`config.mk`:
```
export PLATFORM = sky130hd
export DESIGN_NAME = fifo_switch_arbiter
export DESIGN_NICKNAME = d
export VERILOG_FILES = /design/src/rtl/fifo_switch_arbiter.sv
export SDC_FILE = /design/constraint.sdc
export NUM_CORES = 1
export LEC_CHECK = 0
export ABC_AREA = 1
export BUFFER_PORTS_ARGS = -buffer_cell sky130_fd_sc_hd__buf_2
export CAP_MARGIN = 30
export CORE_ASPECT_RATIO = 1.75
export CORE_MARGIN = 2
export CORE_UTILIZATION = 30
export CTS_CLUSTER_SIZE = 25
export DETAILED_ROUTE_END_ITERATION = 10
export HOLD_SLACK_MARGIN = 0.06
export MAX_ROUTING_LAYER = met4
export PLACE_DENSITY = 0.59
export REMOVE_ABC_BUFFERS = 1
export SLEW_MARGIN = 20
export SYNTH_ARGS = -nofsm -noshare
export SYNTH_HDL_FRONTEND = slang
export SYNTH_SLANG_ARGS = --single-unit
```
`constraint.sdc`:
```
create_clock -name clk -period 2.65 [get_ports clk]
set_input_delay 0.265 -clock clk [delete_from_list [all_inputs] [get_ports clk]]
set_output_delay 0.265 -clock clk [all_outputs]
set_load 0.005 [all_outputs]
```
`src/rtl/fifo_switch_arbiter.sv`:
```
// fifo_switch_arbiter
// Moves one word per cycle from a non-empty input FIFO (0..3) to the output
// FIFO (4..7) named by the word's two top bits. Any almost-full output stalls
// every transfer. Pops are combinational; push/data/grant are registered.
//
// Build option: define ROUND_ROBIN_EN for rotating priority (pointer register,
// reset 0, advanced to winner+1 after each grant). Without it priority is
// fixed 0 > 1 > 2 > 3 and no pointer register exists.
module fifo_switch_arbiter #(
  parameter int DATA_W = 10
) (
  input  logic              clk,
  input  logic              reset,
  input  logic              enable,
  input  logic [3:0]        empty_in,
  input  logic [DATA_W-1:0] data_in0,
  input  logic [DATA_W-1:0] data_in1,
  input  logic [DATA_W-1:0] data_in2,
  input  logic [DATA_W-1:0] data_in3,
  input  logic [3:0]        almost_full_out,
  output logic [3:0]        pop_in,
  output logic [3:0]        push_out,
  output logic [DATA_W-1:0] data_out,
  output logic [1:0]        grant_idx,
  output logic [1:0]        state
);

  localparam logic [1:0] IDLE  = 2'b00;
  localparam logic [1:0] XFER  = 2'b01;
  localparam logic [1:0] STALL = 2'b10;

  logic [1:0]        state_q, state_d;
  logic [3:0]        push_q;
  logic [DATA_W-1:0] data_q;
  logic [1:0]        grant_q;

  logic              stall;
  logic [3:0]        req;
  logic              any_req;
  logic [DATA_W-1:0] din [4];
  logic [1:0]        base;
  logic [1:0]        idx;
  logic              win_valid;
  logic [1:0]        win_idx;
  logic              grant;
  logic [DATA_W-1:0] win_data;
  logic [3:0]        dest_onehot;

  assign din[0] = data_in0;
  assign din[1] = data_in1;
  assign din[2] = data_in2;
  assign din[3] = data_in3;

  // Stall is global: one almost-full output blocks every input (head-of-line).
  assign stall   = |almost_full_out;
  assign req     = ~empty_in & {4{enable}};
  assign any_req = |req;

`ifdef ROUND_ROBIN_EN
  logic [1:0] ptr_q, ptr_d;

  assign base = ptr_q;

  // Pointer moves past the winner only when a word actually leaves.
  always_comb begin
    ptr_d = ptr_q;
    if (grant) ptr_d = win_idx + 2'd1;
  end

  // Rotating-priority pointer register.
  always_ff @(posedge clk) begin
    if (reset) ptr_q <= 2'd0;
    else       ptr_q <= ptr_d;
  end
`else
  assign base = 2'd0;
`endif

  // Priority search starting at base, wrapping modulo 4.
  always_comb begin
    // NOTE: every combinational output gets a default first so no path leaves
    // it unassigned and a latch is never inferred.
    win_valid = 1'b0;
    win_idx   = 2'd0;
    idx       = 2'd0;
    for (int i = 0; i < 4; i++) begin
      idx = base + i[1:0];
      if (!win_valid && req[idx]) begin
        win_valid = 1'b1;
        win_idx   = idx;
      end
    end
  end

  // Grant comes straight from current req/stall so the first pop is same-cycle.
  assign grant       = win_valid & ~stall & ~reset;
  assign pop_in      = grant ? (4'b0001 << win_idx) : 4'b0000;
  assign win_data    = din[win_idx];
  assign dest_onehot = 4'b0001 << win_data[DATA_W-1 -: 2];

  // Next state from the current-cycle request and stall conditions.
  always_comb begin
    state_d = state_q;
    case (state_q)
      IDLE, XFER: begin
        if (!any_req)    state_d = IDLE;
        else if (!stall) state_d = XFER;
        else             state_d = STALL;
      end
      STALL: begin
        if (!stall) state_d = any_req ? XFER : IDLE;
      end
      default: state_d = IDLE;
    endcase
  end

  // Registered push path: a word popped this cycle is pushed on the next edge,
  // even if enable drops or reset rises in that next cycle.
  always_ff @(posedge clk) begin
    // NOTE: sequential state uses non-blocking assignments so every register
    // samples pre-edge values regardless of statement order.
    if (reset) begin
      state_q <= IDLE;
      push_q  <= 4'b0000;
      data_q  <= '0;
      grant_q <= 2'd0;
    end else begin
      state_q <= state_d;
      push_q  <= grant ? dest_onehot : 4'b0000;
      if (grant) begin
        data_q  <= win_data;
        grant_q <= win_idx;
      end
    end
  end

  assign push_out  = push_q;
  assign data_out  = data_q;
  assign grant_idx = grant_q;
  assign state     = state_q;

endmodule

```
# Yosys cells after proc, flatten, opt, wreduce, memory -nomap -nowiden
# Cells that the tools add are included.
# Widths: inputs -> output; s select.
[totals]
ff_bits = 18
input_bits = 51
out_inout_bits = 22
wordCells = 45
[op_classes]
n_lt_le_gt_ge = 1
n_eq_ne = 3
shifts = 2
muxes = 16
bitwise_logic = 8
n_reduce_logical = 11
[op_table]
columns = ["cell", "count"]
rows = [
  ["$bmux 10 s2", 1],
  ["$mux 10", 2],
  ["$mux 2", 5],
  ["$reduce_or 4->1", 2],
  ["$shl 1x2->4 const A", 2],
  ["$mux 1", 6],
  ["$and 4x4->4", 1],
  ["$mux 4", 1],
  ["$not 4->4", 1],
  ["$pmux 2 s2", 1],
  ["$reduce_or 2->1", 2],
  ["$ge 3x3->1 const B", 1],
  ["$logic_and 1x1->1", 3],
  ["$logic_not 1->1", 3],
  ["$not 1->1", 3],
  ["$not 2->3", 1],
  ["$and 1x1->1", 2],
  ["$eq 2x1->1 const B", 1],
  ["$eq 2x2->1 const B", 1],
  ["$logic_not 2->1", 1],
  ["$ne 2x2->1 const B", 1],
]

# Logic depth before layout (Yosys ltp)
# Gate-level depths: netlist of run 1.
[logic_depth]
ltp_word = 17
depth_mapped = 10
depth_no_buf = 9

# Least setup slack after synthesis of run 1
# No wires, ideal clock.
[synth_path]
path_kind = "input to output"
start = "input port almost_full_out[0]"
end = "output port pop_in[1]"
arrival_ns = 1.097
t_required_ns = 2.385
path_slack_ns = 1.288
cell_stages = 8
n_path_buf = 1
cell_sequence = "inv_1 -> nand2_1 -> nor3_1 -> nand2_2 -> nor2_4 -> buf_6 -> nand4_1 -> inv_1"
[synth_between]
elab_chain_cells = 5
[synth_rtl]
columns = ["item", "line_no", "source"]
rows = [
  ["start, declared", "20", "input logic [3:0] almost_full_out,"],
  ["$reduce_or 4->1", "55", "assign stall = |almost_full_out;"],
  ["$not 1->1", "96", "assign grant = win_valid & ~stall & ~reset;"],
  ["$and 1x1->1 (2 in a row)", "96", ""],
  ["$mux 4", "97", "assign pop_in = grant ? (4'b0001 << win_idx) : 4'b0000;"],
  ["end, declared", "21", "output logic [3:0] pop_in,"],
]
# Every way passes these cells.

# Worst setup path after layout of run 1
[layout_path]
start = "input port empty_in[0]"
end = "output port pop_in[0]"
[layout_between]
elab_chain_cells = 15
word_cells_on_any_way = 19
classes_between = "shift: 1; mux: 8; bitwise: 4; reduce/logical: 6"
[layout_rtl]
columns = ["item", "line_no", "source"]
rows = [
  ["start, declared", "15", "input logic [3:0] empty_in,"],
  ["$not 4->4 *", "56", "assign req = ~empty_in & {4{enable}};"],
  ["$and 4x4->4 *", "56", ""],
  ["$mux 1 *", "88", "if (!win_valid && req[idx]) begin"],
  ["$logic_not 1->1", "88", ""],
  ["$logic_and 1x1->1", "88", ""],
  ["$mux 1", "88", ""],
  ["$logic_not 1->1", "88", ""],
  ["$logic_and 1x1->1", "88", ""],
  ["$mux 1", "88", ""],
  ["$logic_not 1->1", "88", ""],
  ["$logic_and 1x1->1", "88", ""],
  ["$mux 1", "88", ""],
  ["$and 1x1->1 (2 in a row)", "96", ""],
  ["$mux 4 *", "97", ""],
]
# Mark *: on every way between the ends. The rest lies on a longest branch, timed or not.

==> results of run 1 <==
==> registers in the layout, indices dropped and copies added, names as in the netlist <==
register   flops
data_out      10
push_out       4
grant_idx      2
state          2
==> worst paths after layout <==
path / from / end / slack [ns] / cells after the start
worst max-delay path: empty_in[0] / pop_in[0] / 0.76 / 11
worst min-delay path: data_in0[2] / data_out[2] / 0.33 / 5
worst max register to register: state[1] / state[1] / 1.94 / 3
worst min register to register: data_out[1] / data_out[1] / 0.45 / 2
==> stage by stage <==
step	util, %	power, mW	worst slack [ns]
after floorplan	-	0.375	1.17
after global placement	40.6	0.443	0.754
after detailed placement	40.6	0.445	0.721
after CTS	42.1	0.663	0.711
after global routing	42.1	0.693	0.567
final	42.1	0.655	0.756
==> power breakdown <==
| group | total [mW] | switching [mW] | internal [mW] |
|---|---|---|---|
| clock network | 0.219 | 0.0874 | 0.132 |
| registers | 0.279 | 0.00331 | 0.276 |
| logic | 0.156 | 0.0904 | 0.0658 |
==> cell type report <==
class	instances	share of cell area, %
multi-input cells	139	40.3
repair buffers	74	23.1
flip-flops and latches	18	22.2
inverters	32	7.38
well taps	48	3.69
clock buffers	4	3.38
==> logic make-up after synthesis <==
logic type | Yosys count | share of synthesized area [%]
AOI/OAI and AO/OA | 5 | 2.28
DFF | 18 | 29.8
buffers and inverters | 42 | 15.9
and+or+nand+nor | 134 | 52.0
==> Yosys cell counts, drive strengths merged <==
cell    instances  area (um2)
a21oi           3        15.0
dfxtp          18         360
o21ai           1        5.00
nor3            2        10.0
nand2          71         294
nor2            8        47.6
clkbuf          2        7.51
nand3          52         270
inv            32         120
buf             8        63.8
nand4           1        6.26
o211ai          1        7.51
==> tightest hold or removal path: stages <==
cell,delay (ns)
buf_2,0.07
nand2_1,0.05
nand3_1,0.06
nand3_1,0.06
nand2_1,0.05
==> layer usage <==
| layer | vias up | track usage (%) | wire (um) |
|---|---|---|---|
| li1 | 754 | - | - |
| met1 | 596 | 16.1 | 1270 |
| met2 | 44 | 26.9 | 1740 |
| met3 | 6 | 0.853 | 159 |
| met4 | 0 | 5.74 | 75 |
| met5 | - | - | 0 |
==> flow_summary.yaml, run 1 <==
outcome:
  status: "completed"
place:
  hpwl_um: 2520
  port_buffers: 72
  place_area_mm2: 0.00157
  dpl.cell_count: 311
  gp_congestion: 0.753
critical_path:
  cp_data_arrival_time_ns: 1.63
  critPathMaxFanout: 24
  crit_chain: "buf_2 -> inv_1 -> nand2_4 -> nand2_4 -> inv_2 -> nand2_2 -> nand2_2 -> nor2_4 -> inv_1 -> nor3_1 -> buf_2"
  end_kind: "output pin"
  crit_family: "simple AND/OR/NAND/NOR gates"
  cpMaxStageDelayCell: "nor2_4"
  crit_buf_inv: 5
  slowest_delay_ns: 0.32
  worst-setup-path-type: "input pin to output pin"
  worstPathRequired_ns: 2.38
  worst_setup_path_start_kind: "input pin"
drt:
  viasPerCell: 4.44
  num_vias: 1400
  first_pass_iters: 4
  wl_per_cell_um: 10.3
  drt-initial-drc-count: 29
  drc_errors: 0
  ant_nets: 0
  wirelength_um: 3250
layout:
  nNetsFinal: 319
  antennaDiodeCount: 0
  num-fill-cells: 465
  area_delta_synth_final_pct: 34.7
  layout_commonest_cell: "buf_2"
  post-route-cell-area_mm2: 0.00163
  register_area_um2: 360
  multi_input_area_um2: 656
  layout-drive-gt1-share_pct: 34.5
  final_cells: 315
  final_cell_mix: "buf_2, nand2_1, nand3_1"
sta:
  fmax_ghz: 0.528
  rsz0062_at_grt: "false"
  final_hold_viol_count: 0
  fin_crit_sh_pct: 71.5
  fin_crit_ns: 1.89
  finalClockSkew_ns: 0.00000436
  setup_viol: 0
  slew_violations: 0
  setup_tns_ns: 0
  whs_ns: 0.331
  max_slew_margin_pct: 69.6
  worstMarginPinSlew_ns: 0.454
clocking:
  clock_path_buffers: 2
  ctsRootBufferMaster: "clkbuf_8"
  cts-resized-gates: 0
  cts_hold_buf: 0
  cts_tree: "yes"
  clk-insertion-delay-late_ns: 0.25
  clkSinkCount: 18
  cts_buffers: 3
  clk_pin_slew_ns: 0.07
  cts_max_level: 1
  postCtsSetupBuffers: 0
power_and_ir_drop:
  p_leak_nw: 1.01
  irDropWorstVdd_mv: 0.194
  p_per_area_mw_per_mm2: 402
logic_synthesis:
  synth_cell_types: 20
  synthesis.area_mm2: 0.00121
  synth_seq_cells: 18
  syn_inst: 199
  seq_area_frac_synth_pct: 29.8
  synth.yosys.warnings: 0
  synth.avg_cell_area_um2: 6.07
floorplan:
  die_area_mm2: 0.00457
  die_y_um: 87.9
  rows: 30
  core_mm2: 0.00387
  die_w_um: 52.0
  start_util_pct: 31.2
  io_pins: 73
global_routing:
  grt_pass1_vias: 1212
  grt_remaining_overflow: 0
  grt_max_degree: 26
  grt_antenna_before_repair: 0
  grt_usage_pct: 14.7
  grt_pass1_wl_um: 5080
run:
  timing.max_cap.violations: 0
hold_path:
  hold_path.class: "input pin to flip-flop"
Note: power is estimated with default switching activity, not from simulation.
==> inputs of run 2 (changes only) <==
PLACE_DENSITY = 0.61   (was 0.59)
clock period = 1.6 ns   (was 2.65 ns; I/O delays follow)
==> flow_summary.yaml, run 2 (synthesis gave the netlist of run 1 again) <==
clocking:
  cts_max_level: 1
  clock_path_buffers: 2
  cts_tree: "yes"
  clkSinkCount: 18
  ctsRootBufferMaster: "clkbuf_8"
  cts-resized-gates: 0
  cts_buffers: 3
  clk_pin_slew_ns: 0.07
  cts_hold_buf: 0
  clk-insertion-delay-late_ns: 0.25
  postCtsSetupBuffers: 0
drt:
  wirelength_um: 3360
  ant_nets: 0
  drt-initial-drc-count: 33
  first_pass_iters: 4
  viasPerCell: 4.44
  drc_errors: 0
  num_vias: 1426
  wl_per_cell_um: 10.5
global_routing:
  grt_antenna_before_repair: 0
  grt_pass1_vias: 1303
  grt_pass1_wl_um: 5510
  grt_usage_pct: 16.0
  grt_max_degree: 23
  grt_remaining_overflow: 0
critical_path:
  critPathMaxFanout: 5
  worstPathRequired_ns: 1.44
  worst-setup-path-type: "input pin to output pin"
  worst_setup_path_start_kind: "input pin"
  cp_data_arrival_time_ns: 1.25
  r2r_setup_slack_ns: 0.92
  end_kind: "output pin"
place:
  hpwl_um: 2640
  port_buffers: 72
  pre_cts_ws_ns: -0.0125
  gp_congestion: 0.710
layout:
  layout-drive-gt1-share_pct: 35.9
  final_cell_mix: "buf_2, nand2_1, nand3_1"
  antennaDiodeCount: 0
  num-fill-cells: 451
  nNetsFinal: 325
  layout_commonest_cell: "buf_2"
  largest_reg_flops: 10
  area_delta_synth_final_pct: 38.4
sta:
  setup_ws_ns: 0.193
  rsz0062_at_grt: "false"
  final_hold_viol_count: 0
  slew_violations: 0
  worstMarginPinSlew_ns: 0.387
  finalClockSkew_ns: 0.0000357
  setup_viol: 0
  fin_crit_ns: 1.41
  fmax_ghz: 0.711
  setup_tns_ns: 0
  fin_crit_sh_pct: 87.9
  max_slew_margin_pct: 74.0
floorplan:
  core_mm2: 0.00387
  die_y_um: 87.9
  die_area_mm2: 0.00457
  io_pins: 73
  start_util_pct: 31.2
  die_w_um: 52.0
  rows: 30
power_and_ir_drop:
  irDropWorstVdd_mv: 0.335
  p_leak_nw: 1.04
  p_per_area_mw_per_mm2: 657
hold_path:
  hold_path.class: "input pin to flip-flop"
run:
  timing.max_cap.violations: 0
outcome:
  status: "completed"
[run 2: changes by cell type in the layout (fill, tap and decap cells not counted), sizes merged]
cell / delta
buf: +6
[run 2: critical path: stages]
cell and delay [ns]:
buf_2 0.10, inv_1 0.04, nand2_1 0.04, nor3_1 0.31, nand2_2 0.11, nor2_4 0.15, inv_1 0.08, nor3_1 0.12
buf_2 0.13
[run 2: through the flow]
stage / hold slack [ns] / util (%) / instances / power (mW) / cell area [um2]
after floorplan: 0.331 / - / 189 / 0.621 / 1140
after global placement: 0.430 / 41.6 / 316 / 0.744 / 1610
after detailed placement: 0.430 / 41.6 / 316 / 0.745 / 1610
after CTS: 0.223 / 43.0 / 320 / 1.11 / 1660
after global routing: 0.244 / 43.2 / 321 / 1.17 / 1670
final: 0.219 / 43.2 / 321 / 1.10 / 1670
[run 2: routing by layer]
| layer | track usage [%] | vias to the layer above | wire [um] |
|---|---|---|---|
| met2 | 29.2 | 35 | 1820 |
| met5 | - | - | 0 |
| met1 | 17.5 | 620 | 1350 |
| li1 | - | 769 | - |
| met4 | 5.02 | 0 | 34 |
| met3 | 1.88 | 2 | 157 |
[run 2: area by class of cell]
cell class,count,area (um2),share of cell area [%]
Inverter,32,120,7.19
Sequential cell,18,360,21.6
Clock buffer,4,55.1,3.29
Tap cell,48,60.1,3.59
Multi-Input combinational cell,139,656,39.2
Timing Repair Buffer,80,420,25.1
[run 2: power breakdown]
group	total (mW)	internal, mW	switching (mW)	leakage (nW)
Clock	0.365	0.218	0.147	0.0288
Combinational	0.270	0.118	0.152	0.863
Sequential	0.462	0.457	0.00551	0.146
Total	1.10	0.793	0.304	1.04
[run 2: worst paths after layout]
check,from,endpoint,cells past startpoint
worst max-delay path,almost_full_out[0],pop_in[0],9
worst min-delay path,data_in0[7],data_out[7],5
worst max register to register,state[1],state[1],3
worst min register to register,grant_idx[1],grant_idx[1],2
==> inputs of run 3 (changes only) <==
GPL_ROUTABILITY_DRIVEN = 0   (was not set)
PLACE_DENSITY = 0.59   (was 0.61)
clock period = 1.4 ns   (was 1.6 ns; I/O delays follow)
==> flow_summary.yaml, run 3 (synthesis gave the netlist of run 1 again) <==
outcome:
  status: "completed"
floorplan:
  core_mm2: 0.00387
  die_y_um: 87.9
  start_util_pct: 31.2
  die_w_um: 52.0
  io_pins: 73
  die_area_mm2: 0.00457
  rows: 30
critical_path:
  critPathMaxFanout: 5
  end_kind: "output pin"
  worstPathRequired_ns: 1.26
  reg2reg_depth: 3
  worst_setup_path_start_kind: "input pin"
  cp_data_arrival_time_ns: 1.17
  worst-setup-path-type: "input pin to output pin"
  crit_chain: "buf_2 -> nand2_2 -> nand2_4 -> inv_2 -> nand2_2 -> nand2_2 -> nor2_4 -> inv_1 -> nor3_1 -> buf_2"
  cp_num_cells: 10
  cpMaxStageDelayCell: "nor2_4"
  slowest_delay_ns: 0.18
  cp_common_cell: "nand2_2"
  crit_family: "simple AND/OR/NAND/NOR gates"
  crit_buf_inv: 4
clocking:
  ctsRootBufferMaster: "clkbuf_8"
  cts_tree: "yes"
  clock_path_buffers: 2
  cts_hold_buf: 0
  clk-insertion-delay-late_ns: 0.25
  clk_pin_slew_ns: 0.07
  cts_max_level: 1
  clkSinkCount: 18
  cts_buffers: 3
place:
  dpl.cell_count: 319
  port_buffers: 72
  pre_cts_ws_ns: 0.0207
  hpwl_um: 2740
  place_area_mm2: 0.00163
layout:
  final_cell_mix: "buf_2, nand2_1, nand3_1"
  antennaDiodeCount: 0
  final_cells: 325
  num-fill-cells: 449
  area_delta_synth_final_pct: 41.6
  fin_util_pct: 44.2
  post-route-cell-area_mm2: 0.00171
  nNetsFinal: 329
  largest_reg_flops: 10
  register_area_um2: 360
  layout-drive-gt1-share_pct: 37.5
  layout_commonest_cell: "buf_2"
  multi_input_area_um2: 663
drt:
  first_pass_iters: 3
  wirelength_um: 3400
  drt-initial-drc-count: 8
  wl_per_cell_um: 10.5
  drc_errors: 0
  ant_nets: 0
  num_vias: 1446
  viasPerCell: 4.45
sta:
  slew_violations: 0
  whs_ns: 0.201
  fin_crit_sh_pct: 93.8
  finalClockSkew_ns: 0.0000598
  setup_ws_ns: 0.0865
  fin_crit_ns: 1.31
  setup_viol: 0
  max_slew_margin_pct: 83.7
  final_hold_viol_count: 0
  fmax_ghz: 0.761
  worstMarginPinSlew_ns: 0.244
  setup_tns_ns: 0
hold_path:
  hold-path-cell-count: 5
  hold_path.class: "input pin to flip-flop"
power_and_ir_drop:
  p_per_area_mw_per_mm2: 740
  finalPower_mw: 1.27
  p_leak_nw: 1.06
  irDropWorstVdd_mv: 0.399
global_routing:
  grt_max_degree: 23
  grt_pass1_wl_um: 5400
  grt_remaining_overflow: 0
  grt_antenna_before_repair: 0
  grt_usage_pct: 15.9
  grt_pass1_vias: 1290
run:
  timing.max_cap.violations: 0
run 3: tightest hold or removal path: cells and delay by family:
kind,cells,cell delay (ns)
buffers and inverters,1,0.08
AND/OR/NAND/NOR,4,0.21
run 3: where the power goes:
| group | leakage, nW | internal (mW) | switching, mW |
|---|---|---|---|
| sequential | 0.146 | 0.522 | 0.00601 |
| clock | 0.0288 | 0.250 | 0.170 |
| combinational | 0.885 | 0.140 | 0.177 |
run 3: layer usage:
| metal | share of wire [%] | GRT usage (%) |
|---|---|---|
| met2 | 55 | 29.3 |
| met1 | 38 | 16.6 |
| met3 | 5.0 | 1.37 |
| met5 | 0 | - |
| met4 | 1.4 | 6.46 |
run 3: final cells by class:
| type | count | share of cell area, % |
|---|---|---|
| multi-input combinational | 139 | 38.8 |
| timing repair buffer | 84 | 26.4 |
| sequential | 18 | 21.1 |
| inverter | 32 | 7.03 |
| tap | 48 | 3.51 |
| clock buffer | 4 | 3.22 |
run 3: worst paths after layout:
| path | from | endpoint | slack [ns] |
|---|---|---|---|
| max | enable | pop_in[0] | 0.09 |
| min | data_in0[2] | data_out[2] | 0.20 |
| max reg2reg | state[1] | state[1] | 0.71 |
| min reg2reg | grant_idx[1] | grant_idx[1] | 0.44 |
run 3: what timing repair did:
action / 4_1_cts / 5_1_grt
setup buffers: 0 / 2
setup endpoints to repair: 0 / 4
endpoints found under the hold margin: 0 / 0
resized for setup: 0 / 2
